## src/rtl/tinybf_pkg.sv

```systemverilog
// Shared types for the tape read-modify-write memory: FSM states and
// arithmetic mode encodings.
package tinybf_pkg;

  typedef enum logic [1:0] {
    S_CLEAR  = 2'd0,
    S_IDLE   = 2'd1,
    S_RMW_RD = 2'd2,
    S_RMW_WR = 2'd3
  } state_e;

  localparam int SAT_WRAP  = 0;
  localparam int SAT_CLAMP = 1;

endpackage

```

## src/rtl/tape_cell_alu.sv

```systemverilog
// Combinational cell update: unsigned cell plus two's-complement delta,
// either wrapping or clamped to the unsigned cell range.
module tape_cell_alu
  import tinybf_pkg::*;
#(
  parameter int CELL_W   = 8,
  parameter int SAT_MODE = SAT_WRAP
) (
  input  logic [CELL_W-1:0] cell_i,
  input  logic [CELL_W-1:0] delta_i,
  output logic [CELL_W-1:0] result_o
);

  // Two guard bits: the top one flags a negative sum, the next an overflow.
  logic [CELL_W+1:0] sum;

  assign sum = {2'b00, cell_i} + {{2{delta_i[CELL_W-1]}}, delta_i};

  generate
    if (SAT_MODE == SAT_CLAMP) begin : g_clamp
      always_comb begin
        if (sum[CELL_W+1]) begin
          result_o = '0;
        end else if (sum[CELL_W]) begin
          result_o = '1;
        end else begin
          result_o = sum[CELL_W-1:0];
        end
      end
    end else begin : g_wrap
      assign result_o = sum[CELL_W-1:0];
    end
  endgenerate

endmodule

```

## src/rtl/tape_rmw_memory.sv

```systemverilog
// Cell tape with a read port, a plain write port and a three-cycle
// read-modify-write engine; reset and clr_i sweep zeros through every cell.
module tape_rmw_memory
  import tinybf_pkg::*;
#(
  parameter int CELL_W   = 8,
  parameter int DEPTH    = 16,
  parameter int SAT_MODE = SAT_WRAP,
  localparam int AW      = $clog2(DEPTH)
) (
  input  logic              clk_i,
  input  logic              rst_i,
  input  logic              clr_i,
  output logic              busy_o,
  input  logic              ren_i,
  input  logic [AW-1:0]     raddr_i,
  output logic [CELL_W-1:0] rdata_o,
  output logic              rvalid_o,
  input  logic              wen_i,
  input  logic [AW-1:0]     waddr_i,
  input  logic [CELL_W-1:0] wdata_i,
  input  logic              op_valid_i,
  output logic              op_ready_o,
  input  logic [AW-1:0]     op_addr_i,
  input  logic [CELL_W-1:0] op_delta_i,
  output logic              op_done_o,
  output logic [CELL_W-1:0] op_result_o
);

  localparam logic [AW-1:0] CLR_LAST = AW'(DEPTH - 1);

  state_e            state_q;
  logic [AW-1:0]     clr_addr_q;
  logic [AW-1:0]     op_addr_q;
  logic [CELL_W-1:0] delta_q;
  logic [CELL_W-1:0] cell_q;
  logic [CELL_W-1:0] rdata_q;
  logic              rvalid_q;
  logic [CELL_W-1:0] result_q;
  logic              done_q;

  logic [CELL_W-1:0] mem_q [DEPTH];

  logic              in_idle;
  logic              op_accept;
  logic              rd_en;
  logic              mem_we;
  logic [AW-1:0]     mem_waddr;
  logic [CELL_W-1:0] mem_wdata;
  logic [CELL_W-1:0] rdata_d;
  logic [CELL_W-1:0] alu_result;

  tape_cell_alu #(
    .CELL_W  (CELL_W),
    .SAT_MODE(SAT_MODE)
  ) u_alu (
    .cell_i  (cell_q),
    .delta_i (delta_q),
    .result_o(alu_result)
  );

  assign in_idle    = (state_q == S_IDLE);
  assign busy_o     = (state_q == S_CLEAR);
  assign op_ready_o = in_idle && !clr_i && !wen_i;
  assign op_accept  = op_valid_i && op_ready_o;
  assign rd_en      = ren_i && ((in_idle && !clr_i) ||
                                (state_q == S_RMW_RD) || (state_q == S_RMW_WR));

  // Single write port shared by the clear sweep, plain writes and RMW commits.
  always_comb begin
    mem_we    = 1'b0;
    mem_waddr = '0;
    mem_wdata = '0;
    case (state_q)
      S_CLEAR: begin
        mem_we    = 1'b1;
        mem_waddr = clr_addr_q;
      end
      S_IDLE: begin
        mem_we    = wen_i && !clr_i;
        mem_waddr = waddr_i;
        mem_wdata = wdata_i;
      end
      S_RMW_WR: begin
        mem_we    = 1'b1;
        mem_waddr = op_addr_q;
        mem_wdata = alu_result;
      end
      default: ;
    endcase
    if (rst_i) begin
      mem_we = 1'b0;
    end
  end

  assign rdata_d = (mem_we && (mem_waddr == raddr_i)) ? mem_wdata : mem_q[raddr_i];

  always_ff @(posedge clk_i) begin
    if (mem_we) begin
      mem_q[mem_waddr] <= mem_wdata;
    end
  end

  always_ff @(posedge clk_i) begin
    if (rst_i) begin
      state_q    <= S_CLEAR;
      clr_addr_q <= '0;
      op_addr_q  <= '0;
      delta_q    <= '0;
      cell_q     <= '0;
      rdata_q    <= '0;
      rvalid_q   <= 1'b0;
      result_q   <= '0;
      done_q     <= 1'b0;
    end else begin
      done_q   <= 1'b0;
      rvalid_q <= rd_en;
      if (rd_en) begin
        rdata_q <= rdata_d;
      end
      case (state_q)
        S_CLEAR: begin
          clr_addr_q <= clr_addr_q + 1'b1;
          if (clr_addr_q == CLR_LAST) begin
            state_q <= S_IDLE;
          end
        end
        S_IDLE: begin
          if (clr_i) begin
            state_q    <= S_CLEAR;
            clr_addr_q <= '0;
          end else if (op_accept) begin
            op_addr_q <= op_addr_i;
            delta_q   <= op_delta_i;
            state_q   <= S_RMW_RD;
          end
        end
        S_RMW_RD: begin
          cell_q  <= mem_q[op_addr_q];
          state_q <= S_RMW_WR;
        end
        S_RMW_WR: begin
          result_q <= alu_result;
          done_q   <= 1'b1;
          state_q  <= S_IDLE;
        end
        default: state_q <= S_CLEAR;
      endcase
    end
  end

  assign rdata_o     = rdata_q;
  assign rvalid_o    = rvalid_q;
  assign op_done_o   = done_q;
  assign op_result_o = result_q;

endmodule
```

## config.mk

```make
export PLATFORM = sky130hd
export DESIGN_NAME = tape_rmw_memory
export DESIGN_NICKNAME = d
export VERILOG_FILES = /design/src/rtl/tinybf_pkg.sv /design/src/rtl/tape_cell_alu.sv /design/src/rtl/tape_rmw_memory.sv
export SDC_FILE = /design/constraint.sdc
export NUM_CORES = 1
export LEC_CHECK = 0
export CAP_MARGIN = 25
export CORE_MARGIN = 2
export CORE_UTILIZATION = 46
export CTS_BUF_LIST = sky130_fd_sc_hd__clkbuf_2
export DETAILED_ROUTE_END_ITERATION = 8
export SLEW_MARGIN = 20
export SYNTH_ARGS = -nofsm -noshare
export SYNTH_HDL_FRONTEND = slang
export SYNTH_SLANG_ARGS = --single-unit
```

## constraint.sdc

```tcl
create_clock -name clk_i -period 4.2 [get_ports clk_i]
set_input_delay 0.84 -clock clk_i [delete_from_list [all_inputs] [get_ports clk_i]]
set_output_delay 0.84 -clock clk_i [all_outputs]
set_load 0.01 [all_outputs]
```

==> metrics <==
TritonCTS clock tree yes; worst hold slack 476 ps; Setup crit start state_q[1]; hold path depth 2; Die Wd 137 µm; Via Count 5058; fmax 264 MHz; Clock Skew 24.3 ps; Root Buffer Master clkbuf_2; Placement Setup Slack 547 ps; # setup viols final 0; Initial DRC Count 382; Final Hold Fails 0; WL/cell 22.4 µm; hpwl dp 13800 µm; Compound-Gate Fraction of Synth Area 0.0614; unrepaired setup endpoints after global routing false; Critical Path Source Type flop; reg-to-reg endpoint rdata_o[5]; buffer levels on the longest clock path 2; Clock Pin Slew Worst Setup and Hold Paths 230 ps; Mapped Area 0.00817 mm²; number of synthesized flops with an enable pin 128; TritonRoute pass-1 iters 6; cell taking the most area after synthesis edfxtp_1; Crit Path Max Fanout 20; reg2reg path depth 8; max_slew headroom 0.406; Std-Cell Rows 48; Synth Flop Type edfxtp_1; total gr overflow 0; area delta synth->final 13.4%; number of remaining DRC errors 0; leakage 3.07 nW; final setup margin 406 ps; Ports 54; WL final 19000 µm; Seq/Total Area, Yosys 0.578; Logic pwr share 0.060; Net Count, Synth 593; net switching power 662 µW; Crit Path Class reg2out; FF-to-FF Start state_q[1]; largest net degree at the start of global routing 38; Post-CTS Resized 0; Starting Density 0.471; Critical Path Sink op_ready_o; critical path arrival 2950 ps; internal power 2.19 mW; Seq pwr share 0.643; sum of negative setup slack 0 ps; post-CTS setup buffer count 0; Final min period 3790 ps; Worst EP required 3360 ps; CP Capture Type primary output; vias in the first global route 5053; layout cells sized above 1 0.214; largest family of logic cells by synthesized area multiplexers; Hold Buf Count CTS 0; Sw Share 0.232; worst slew pin tran 891 ps; metal2 WL 9200 µm; DRT met1 WL 8160 µm; Commonest cells post-synth edfxtp_1 (128), mux4_2 (67), nand2_1 (53), nor2_1 (47), dfxtp_1 (44); post-route clock period utilization 0.903; drt via density 5.96; gpl congestion 0.852; Synth top area share 0.470; Final Max Tran Viols 0; number of synthesized register bits 172; Routed Antenna Nets 0; Syn Area/Cell 15.0 µm²; highest metal used met4; Final Instance Area 0.00927 mm²; Num CTS Buffers 17; CTS sink count 172; mux contribution to synthesized area 0.229; unique cell type count in the Yosys netlist 55; WL met3 1310 µm; GR Util All Layers 0.215; largest cells by area after synthesis edfxtp_1 (47%), mux4_2 (18%), dfxtp_1 (11%); post-synthesis adder-cell area fraction 0.0208; # port buffers 53; Tightest Hold Check Type reg2reg; maxcap violations 0; H-tree depth 4; R2R setup slack 780 ps; xor/xnor share of the synthesized area 0.00321; first-pass GRT wire length 29300 µm; Final #Nets 657; Core Footprint 0.0174 mm²; most frequent cell after synthesis edfxtp_1; run status complete, no violations; placed cell area 0.00903 mm²; die height 137 µm; Max IR drop VDD 0.138 mV; synth warn 0; Clk pwr share 0.297; Synth Area in Simple Gates 0.0857; initial antenna violation count 1; Worst-Skew Late Latency 720 ps; Pwr Density 308 mW/mm²; ys async rst share 0; Die ar. 0.0189 mm²; Gate Count Post-Synth 546
[metal layers]
metal / track usage / vias up
met2: 0.345 / 192
li1: - / 2316
met5: 0 / -
met4: 0.0664 / 0
met3: 0.0464 / 16
met1: 0.295 / 2534
[flip-flops by register name, summed over array words and instances (netlist names), 2 cells and up]
name,flops
delta_q,8
clr_addr_q,4
cell_q,8
rdata_o,8
op_result_o,8
mem_q,128
op_addr_q,4
state_q,2
[worst min-delay path by stage]
stage          startpoint          to  slack (ps)
6_report       delta_q[5]  delta_q[5]         480
5_1_grt        delta_q[5]  delta_q[5]         510
4_1_cts        delta_q[5]  delta_q[5]         480
3_5_place_dp   delta_q[5]  delta_q[5]         460
3_3_place_gp   delta_q[5]  delta_q[5]         450
2_1_floorplan  delta_q[0]  delta_q[0]         440
[stage by stage]
step | std cells | power, mW | utilization
after floorplan | 546 | 1.97 | -
after global placement | 816 | 2.04 | 0.521
after detailed placement | 816 | 2.04 | 0.521
after CTS | 847 | 2.88 | 0.534
after global routing | 848 | 2.96 | 0.534
final | 848 | 2.85 | 0.534
[final cells by class]
type	count	area, µm²
antenna	1	2.50
clock buffer	18	90.1
clock inverter	13	143
fill	1373	8090
inverter	7	26.3
multi-input combinational	332	3270
sequential	172	4730
tap	225	282
timing repair buffer	80	728
[kinds of logic after synthesis]
kind of cell             count (synthesis)
flip-flops                             172
AND/OR/NAND/NOR                        150
multiplexers                            90
AO/OA/AOI/OAI                           76
buffers and inverters                   42
adder cells (fa/ha/maj)                 13
XOR/XNOR                                 3
[critical path: stages, from the launching register on]
cell             delay (ps)
dfxtp_1                 400
inv_1                    90
ha_1                    640
nand2b_1                320
nor2_1                  220
clkdlybuf4s50_1         560
[power groups by stage]
| stage | Sequential, mW | Combinational (mW) | Clock, mW |
|---|---|---|---|
| after floorplan | 1.87 | 0.106 | 0 |
| after global placement | 1.87 | 0.170 | 0 |
| after detailed placement | 1.87 | 0.173 | 0 |
| after CTS | 1.83 | 0.173 | 0.875 |
| after global routing | 1.84 | 0.185 | 0.939 |
| final | 1.83 | 0.171 | 0.847 |
[placed cells by master (no fill, tap or decap), types with 5 or more instances in the layout]
master             n
a211oi_1           6
a21oi_1           23
buf_4             27
clkbuf_2          18
clkdlybuf4s50_1   52
dfxtp_1           43
edfxtp_1         128
ha_1              12
inv_1              7
mux2i_1           14
mux4_1             8
mux4_2            67
nand2_1           53
nand2b_1           6
nand3_1           12
nand3b_1           5
nor2_1            47
o21ai_0           11
o22ai_1           10
or4_1              5
(Power assumes the default switching activity.)
